===== src/rtl/stopwatch_disp_mux.sv =====
// Scans four BCD digits onto a 4-digit common-anode 7-segment display; an/sseg/frame_tick lag q by one cycle.
// No backpressure: load is always accepted, held pending and applied to the display only at a frame boundary.
module stopwatch_disp_mux #(
  parameter int REFRESH_BITS = 18
) (
  input  logic       clk,
  input  logic       rst,
  input  logic [3:0] d3,
  input  logic [3:0] d2,
  input  logic [3:0] d1,
  input  logic [3:0] d0,
  input  logic [3:0] dp_in,
  input  logic       load,
  input  logic       blank_en,
  output logic [3:0] an,
  output logic [7:0] sseg,
  output logic       frame_tick
);

  localparam int RB = REFRESH_BITS;

  logic [RB-1:0]   q;
  logic [1:0]      sel;
  logic            last;
  logic [3:0][3:0] load_dat;
  logic [3:0][3:0] disp_dat;
  logic [3:0][3:0] pend_dat;
  logic [3:0]      disp_dp;
  logic [3:0]      pend_dp;
  logic            pend_vld;
  logic [3:0]      cur;
  logic [7:0]      seg_dat;
  logic            blank3;
  logic            blank2;
  logic            blank1;
  logic            slot_blank;
  logic [3:0]      an_nxt;
  logic [7:0]      sseg_nxt;

  assign sel      = q[RB-1:RB-2];
  assign last     = &q;
  assign load_dat = {d3, d2, d1, d0};
  assign cur      = disp_dat[sel];

  // Display registers only change on the last cycle of a frame so one frame never mixes old and new digits.
  always_ff @(posedge clk or negedge rst) begin
    if (!rst) begin
      q        <= '0;
      disp_dat <= '0;
      disp_dp  <= '0;
      pend_dat <= '0;
      pend_dp  <= '0;
      pend_vld <= 1'b0;
    end else begin
      q <= q + RB'(1);
      if (last) begin
        if (load) begin
          disp_dat <= load_dat;
          disp_dp  <= dp_in;
        end else if (pend_vld) begin
          disp_dat <= pend_dat;
          disp_dp  <= pend_dp;
        end
        pend_vld <= 1'b0;
      end else if (load) begin
        pend_dat <= load_dat;
        pend_dp  <= dp_in;
        pend_vld <= 1'b1;
      end
    end
  end

  always_comb begin
    case (cur)
      4'd0:    seg_dat = 8'hC0;
      4'd1:    seg_dat = 8'hF9;
      4'd2:    seg_dat = 8'hA4;
      4'd3:    seg_dat = 8'hB0;
      4'd4:    seg_dat = 8'h99;
      4'd5:    seg_dat = 8'h92;
      4'd6:    seg_dat = 8'h82;
      4'd7:    seg_dat = 8'hF8;
      4'd8:    seg_dat = 8'h80;
      4'd9:    seg_dat = 8'h90;
      default: seg_dat = 8'hBF;
    endcase
  end

  // Blanking chains down from the most significant digit; a non-zero (or invalid) code breaks the chain.
  assign blank3 = blank_en && (disp_dat[3] == 4'd0);
  assign blank2 = blank3 && (disp_dat[2] == 4'd0);
  assign blank1 = blank2 && (disp_dat[1] == 4'd0);

  always_comb begin
    case (sel)
      2'd3:    slot_blank = blank3;
      2'd2:    slot_blank = blank2;
      2'd1:    slot_blank = blank1;
      default: slot_blank = 1'b0;
    endcase
  end

  always_comb begin
    an_nxt   = ~(4'b0001 << sel);
    sseg_nxt = {~disp_dp[sel], seg_dat[6:0]};
    if (slot_blank) begin
      an_nxt   = 4'hF;
      sseg_nxt = 8'hFF;
    end
  end

  always_ff @(posedge clk or negedge rst) begin
    if (!rst) begin
      an         <= 4'hF;
      sseg       <= 8'hFF;
      frame_tick <= 1'b0;
    end else begin
      an         <= an_nxt;
      sseg       <= sseg_nxt;
      frame_tick <= last;
    end
  end

endmodule


===== config.mk =====
export PLATFORM = sky130hd
export DESIGN_NAME = stopwatch_disp_mux
export DESIGN_NICKNAME = d
export VERILOG_FILES = /design/src/rtl/stopwatch_disp_mux.sv
export SDC_FILE = /design/constraint.sdc
export NUM_CORES = 1
export LEC_CHECK = 0
export ABC_CLOCK_PERIOD_IN_PS = 4030
export CORE_UTILIZATION = 31
export DETAILED_ROUTE_END_ITERATION = 10
export PLACE_DENSITY = 0.54
export REMOVE_ABC_BUFFERS = 1
export SLEW_MARGIN = 25
export SYNTH_ARGS = -nofsm -noshare
export SYNTH_HDL_FRONTEND = slang
export SYNTH_SLANG_ARGS = --single-unit

===== constraint.sdc =====
create_clock -name clk -period 4.03 [get_ports clk]
set_input_delay 0.403 -clock clk [delete_from_list [all_inputs] [get_ports clk]]
set_output_delay 0.403 -clock clk [all_outputs]
set_load 0.01 [all_outputs]

==> impl_metrics.env, run 1 <==
export IMPL_outcome="completed"
export IMPL_yosysWarnings=0
export IMPL_numClockSinks=72
export IMPL_r2r_cells=7
export IMPL_ys_types=34
export IMPL_globalplace_congestion=0.727
export IMPL_drtIter0Drc=85
export IMPL_post_route_period_util_pct=55.7
export IMPL_grt_start_max_net_pins=46
export IMPL_synth_seq_cells=72
export IMPL_synth_cells=281
export IMPL_post_synth_cell_area_avg_sq_um=11.5
export IMPL_hold_class="input pin to asynchronous set/reset pin"
export IMPL_drc_errors=0
export IMPL_dp_hpwl_um=4290
export IMPL_criticalPathCategory="flop to flop"
export IMPL_cp_max_fo=14
export IMPL_rsz0062_at_grt="no"
export IMPL_regToRegSetupSlack_ns=1.79
export IMPL_worst_r2r_endpoint="sseg[4]"
export IMPL_firstDrtPassIters=5
export IMPL_root_buffer="clkbuf_8"
export IMPL_post_cts_resized=0
export IMPL_fin_worst_skew_ns=0.00648
export IMPL_nets=347
export IMPL_timing_hold_ws_ns=0.0530
export IMPL_fmax_mhz=446
export IMPL_grt_usage_pct=13.2
export IMPL_clk_latency_ns=0.34
export IMPL_finalMaxSlewViolations=0
export IMPL_relSlewSlack_pct=35.2
export IMPL_leakage_nw=1.67
export IMPL_antenna_found_initial=0
export IMPL_io_pins=37
export IMPL_final_setup_viol_count=0
export IMPL_numCtsBuffers=9
export IMPL_cp_arrival_ns=2.51
export IMPL_synth_cell_area_sq_mm=0.00324
export IMPL_dieArea_sq_mm=0.0109
export IMPL_power_mw=1.41
export IMPL_detail_route_wl_per_cell_um=13.8
export IMPL_cap_violations=0
export IMPL_numPlacedInstances=439
export IMPL_start_kind="flop"
export IMPL_coreArea_sq_mm=0.00995
export IMPL_grt_pass1_wl_um=11200
export IMPL_wl_um=6260
export IMPL_hold_violations=0
export IMPL_grt_ovfl_total=0
export IMPL_power_density_mw_per_mm2=363
export IMPL_cts_tree="done"
export IMPL_worst_slew_pin_slew_ns=0.972
export IMPL_cts_hold_buf=0
export IMPL_io_buffers=36
export IMPL_drive_gt1_share_pct=12.1
export IMPL_cts_buffer_depth=2
export IMPL_critical_path_required_ns=4.29
export IMPL_die_w_um=104
export IMPL_clk_pin_slew_ns=0.07
export IMPL_reg2reg_from="q[16]"
export IMPL_route_vias_total=2141
export IMPL_dieHeight_um=104
export IMPL_std_cell_rows=36
export IMPL_ir_drop_uv=118
export IMPL_start_util_pct=32.6
export IMPL_cp_end_kind="flop"
export IMPL_area_growth_syn_to_layout_pct=19.7
export IMPL_grt_pass1_vias=2234
export IMPL_post_cts_setup_buffers=0
export IMPL_ys_seq_area_share_pct=56.0
export IMPL_fin_crit_ns=2.24
export IMPL_num_antenna_cells=0
export IMPL_vias_per_cell=4.71
export IMPL_ant_nets=0
export IMPL_instances_no_fill=455
export IMPL_htreeDepth=3
export IMPL_setup_tns_ns=0
worst max path at each step:
stage | depth (start not counted) | start | slack [ns] | to
6_report | 7 | q[16] | 1.79 | sseg[4]
5_1_grt | 5 | q[0] | 1.59 | pend_dp[1]
4_1_cts | 5 | q[0] | 1.77 | pend_dat[3]
3_5_place_dp | 5 | q[0] | 1.78 | pend_dat[3]
3_3_place_gp | 5 | q[0] | 1.79 | pend_dat[12]
2_1_floorplan | 5 | q[0] | 1.63 | pend_dat[0]
stage by stage:
stage,setup WS [ns],utilization [%],instance area (sq um)
finish,1.79,39.0,3880
detailed placement,1.78,37.4,3720
CTS,1.77,39.0,3880
floorplan,1.63,-,3170
global route,1.59,39.0,3880
global placement,1.79,37.4,3720
cells in the mapped netlist (all sizes together):
master | number | area share [%]
dfrtp | 60 | 46
nand2 | 29 | 3.4
inv | 27 | 3.1
o21ai | 27 | 4.2
mux2 | 21 | 7.3
o2bb2ai | 20 | 5.4
dfstp | 12 | 9.7
xnor2 | 12 | 3.2
clkbuf | 10 | 1.2
nand4 | 8 | 1.5
nor2 | 7 | 0.81
ha | 6 | 2.3
a21oi | 5 | 0.77
mux4 | 5 | 3.5
nand3 | 5 | 0.77
buf | 4 | 0.96
xor2 | 4 | 1.1
and4 | 3 | 0.89
nand3b | 3 | 0.69
nor4 | 3 | 0.58
or2 | 2 | 0.39
and3 | 1 | 0.19
mux2i | 1 | 0.31
nor2b | 1 | 0.19
nor3 | 1 | 0.15
o21bai | 1 | 0.23
o31a | 1 | 0.27
or3 | 1 | 0.19
or4 | 1 | 0.35
report_power, final:
part	total, mW	switching, mW	internal [mW]
sequential	0.789	0.0211	0.768
combinational	0.142	0.0693	0.0724
clock	0.476	0.253	0.223
total	1.41	0.343	1.06
placed cells by master (no fill, tap or decap), drive strengths merged, types with 8 or more instances in the layout:
| cell | Yosys | final |
|---|---|---|
| dfrtp | 60 | 60 |
| nand4 | 8 | 8 |
| xnor2 | 12 | 12 |
| dfstp | 12 | 12 |
| clkbuf | 10 | 13 |
| inv | 27 | 27 |
| o2bb2ai | 20 | 20 |
| nand2 | 29 | 29 |
| mux2 | 21 | 21 |
| clkdlybuf4s50 | 0 | 35 |
| o21ai | 27 | 27 |
metal layers:
layer	up-vias	routed length [um]	track usage, %
met2	38	2710	19.1
met5	-	0	0
met3	10	220	3.38
met4	0	108	6.73
met1	1047	3220	18.2
li1	1046	-	-
state kept, by name (all words and copies together), names as in the netlist:
name,count
q,18
sseg,8
frame_tick,1
disp_dp,4
pend_vld,1
an,4
pend_dat,16
disp_dat,16
pend_dp,4
layout make-up:
class                      instances  area, sq um
timing repair buffer              39          380
inverter                          27          101
clock inverter                     3         18.8
multi-input combinational        168         1260
tap                              133          166
clock buffer                      13          139
sequential                        72         1820
fill                             982         6070
logic make-up after synthesis:
logic type | after synthesis | share of synthesized area (%)
XOR/XNOR | 16 | 4.32
buffers and inverters | 41 | 5.29
AND/OR/NAND/NOR | 65 | 10.1
adder cells (fa/ha/maj) | 6 | 2.32
flip-flops | 72 | 56.0
AO/OA/AOI/OAI | 54 | 10.8
multiplexers | 27 | 11.1
critical path: stages (launching register included):
cell,delay [ns]
dfrtp_1,0.70
mux4_2,0.64
inv_1,0.14
ha_1,0.15
inv_1,0.05
mux2_2,0.26
mux2i_1,0.15
nand2_1,0.08
No activity file was read; power rests on OpenSTA's default activity.
==> run 2, diff against run 1 <==
Settings changed: ABC_CLOCK_PERIOD_IN_PS 4030 to 1900, PLACE_DENSITY 0.54 to 0.56.
Clock period 4.03 ns to 1.9 ns, I/O delays scaled along.
==> run 2 against run 1 <==
Compared with the run above:
- maximum frequency increased by 22%
- first-iteration DRC count increased by 31%
- critical path depth decreased by 3
- via count increased by 7.6%
- largest power group unchanged
- hold slack improved by 0.35 ns
- total power increased by 140%
==> impl_metrics.env, run 2 (synthesis results as in run 1) <==
export IMPL_numCtsBuffers=9
export IMPL_grt_pass1_wl_um=11400
export IMPL_wl_um=6710
export IMPL_route_vias_total=2303
export IMPL_leakage_nw=1.87
export IMPL_clk_latency_ns=0.34
export IMPL_finalMaxSlewViolations=0
export IMPL_grt_start_max_net_pins=73
export IMPL_top_register="q"
export IMPL_largest_reg_flops=18
export IMPL_reg2reg_from="q[13]"
export IMPL_cts_tree="done"
export IMPL_fmax_mhz=545
export IMPL_root_buffer="clkbuf_8"
export IMPL_coreArea_sq_mm=0.00995
export IMPL_htreeDepth=3
export IMPL_setup_tns_ns=0
export IMPL_critical_path_required_ns=2.12
export IMPL_layout_setup_ws_ns=0.0667
export IMPL_fin_worst_skew_ns=0.0132
export IMPL_drtIter0Drc=111
export IMPL_power_density_mw_per_mm2=792
export IMPL_vias_per_cell=4.70
export IMPL_worst_slew_pin_slew_ns=0.441
export IMPL_dieArea_sq_mm=0.0109
export IMPL_dieHeight_um=104
export IMPL_relSlewSlack_pct=70.5
export IMPL_hold_class="input pin to asynchronous set/reset pin"
export IMPL_grt_pass1_vias=2228
export IMPL_dp_hpwl_um=4570
export IMPL_nets=382
export IMPL_ir_drop_uv=497
export IMPL_clk_pin_slew_ns=0.07
export IMPL_io_pins=37
export IMPL_top_regs="q x18, disp_dat x16, pend_dat x16"
export IMPL_cp_arrival_ns=2.05
export IMPL_outcome="completed"
export IMPL_detail_route_wl_per_cell_um=13.7
export IMPL_regToRegSetupSlack_ns=0.07
export IMPL_globalplace_congestion=0.817
export IMPL_cp_end_kind="flop"
export IMPL_num_antenna_cells=0
export IMPL_cap_violations=0
export IMPL_criticalPathCategory="flop to flop"
export IMPL_drive_gt1_share_pct=23.2
export IMPL_place_ws_ns=-0.0220
export IMPL_die_w_um=104
export IMPL_area_growth_syn_to_layout_pct=31.1
export IMPL_fin_crit_ns=1.83
export IMPL_grt_ovfl_total=0
export IMPL_antenna_found_initial=0
export IMPL_start_util_pct=32.6
export IMPL_power_mw=3.36
export IMPL_timing_hold_ws_ns=0.404
export IMPL_r2r_cells=4
export IMPL_io_buffers=36
export IMPL_final_setup_viol_count=0
export IMPL_firstDrtPassIters=4
export IMPL_mostFrequentLayoutCells="dfrtp_1 (59), clkdlybuf4s50_1 (35), buf_4 (33), nand2_1 (29), o21ai_0 (26)"
export IMPL_worst_r2r_endpoint="disp_dat[13]"
export IMPL_start_kind="flop"
export IMPL_post_route_period_util_pct=96.5
export IMPL_rsz0062_at_grt="yes"
export IMPL_std_cell_rows=36
export IMPL_ant_nets=0
export IMPL_hold_violations=0
export IMPL_drc_errors=0
export IMPL_grt_usage_pct=13.4
export IMPL_numClockSinks=72
export IMPL_cts_buffer_depth=2
export IMPL_mostFrequentLayoutCell="dfrtp_1"
export IMPL_cp_max_fo=6
## run 2: cell count changes in the layout (fill, tap and decap cells not counted), moves of 2 or more
cell | previous run | this run
buf_4 | 4 | 33
clkbuf_1 | 4 | 1
inv_1 | 27 | 24
inv_2 | 0 | 3
or4_4 | 1 | 4
bufinv_16 | 0 | 2
clkbuf_8 | 9 | 11
clkinv_2 | 2 | 0
## run 2: area by class of cell
cell class	count	area, sq um
fill	941	5700
sequential	72	1820
multi-input combinational	171	1300
timing repair buffer	71	633
tap	133	166
clock buffer	12	155
inverter	27	101
clock inverter	4	76.3
## run 2: power breakdown
part | internal (mW) | switching (mW)
Sequential | 1.63 | 0.0436
Combinational | 0.169 | 0.151
Clock | 0.814 | 0.558
## run 2: what timing repair did
item | CTS | global route
hold endpoints to repair | 60 | 0
gates cloned | 1 | 2
pin swaps | 0 | 4
setup endpoints to repair | 20 | 44
gates resized for setup | 2 | 9
hold buffers | 1 | 0
setup buffers | 0 | 4
## run 2: worst max-delay path, cell delays in order, from the launching register on
cell,delay [ns]
dfrtp_1,0.35
and4_1,0.25
nand3_2,0.17
or4_4,0.62
mux2_1,0.34
## run 2: how the worst max path moves through the flow
stage | depth (start not counted) | from | slack (ns) | end
6_report | 4 | q[13] | 0.07 | disp_dat[13]
4_1_cts | 7 | q[0] | 0.003 | pend_dp[0]
3_5_place_dp | 7 | q[16] | -0.02 | sseg[4]
3_3_place_gp | 7 | q[16] | 0.008 | sseg[4]
2_1_floorplan | 5 | q[0] | -0.50 | pend_dat[0]
5_1_grt | 7 | q[16] | -0.02 | sseg[4]
## run 2: through the flow
| step | util, % | cell area [sq um] | cells |
|---|---|---|---|
| floorplan | - | 3170 | 267 |
| global placement | 39.5 | 3930 | 466 |
| detailed placement | 39.5 | 3930 | 466 |
| CTS | 42.0 | 4190 | 484 |
| global route | 42.7 | 4250 | 490 |
| finish | 42.7 | 4250 | 490 |
## run 2: layer usage
layer,wire (um),vias up,track usage (%),share of wire (%)
met5,0,-,0,0
met4,66,0,5.41,0.98
met3,271,5,3.70,4.0
met2,3130,53,20.6,47
met1,3250,1122,18.0,48
li1,-,1123,-,-
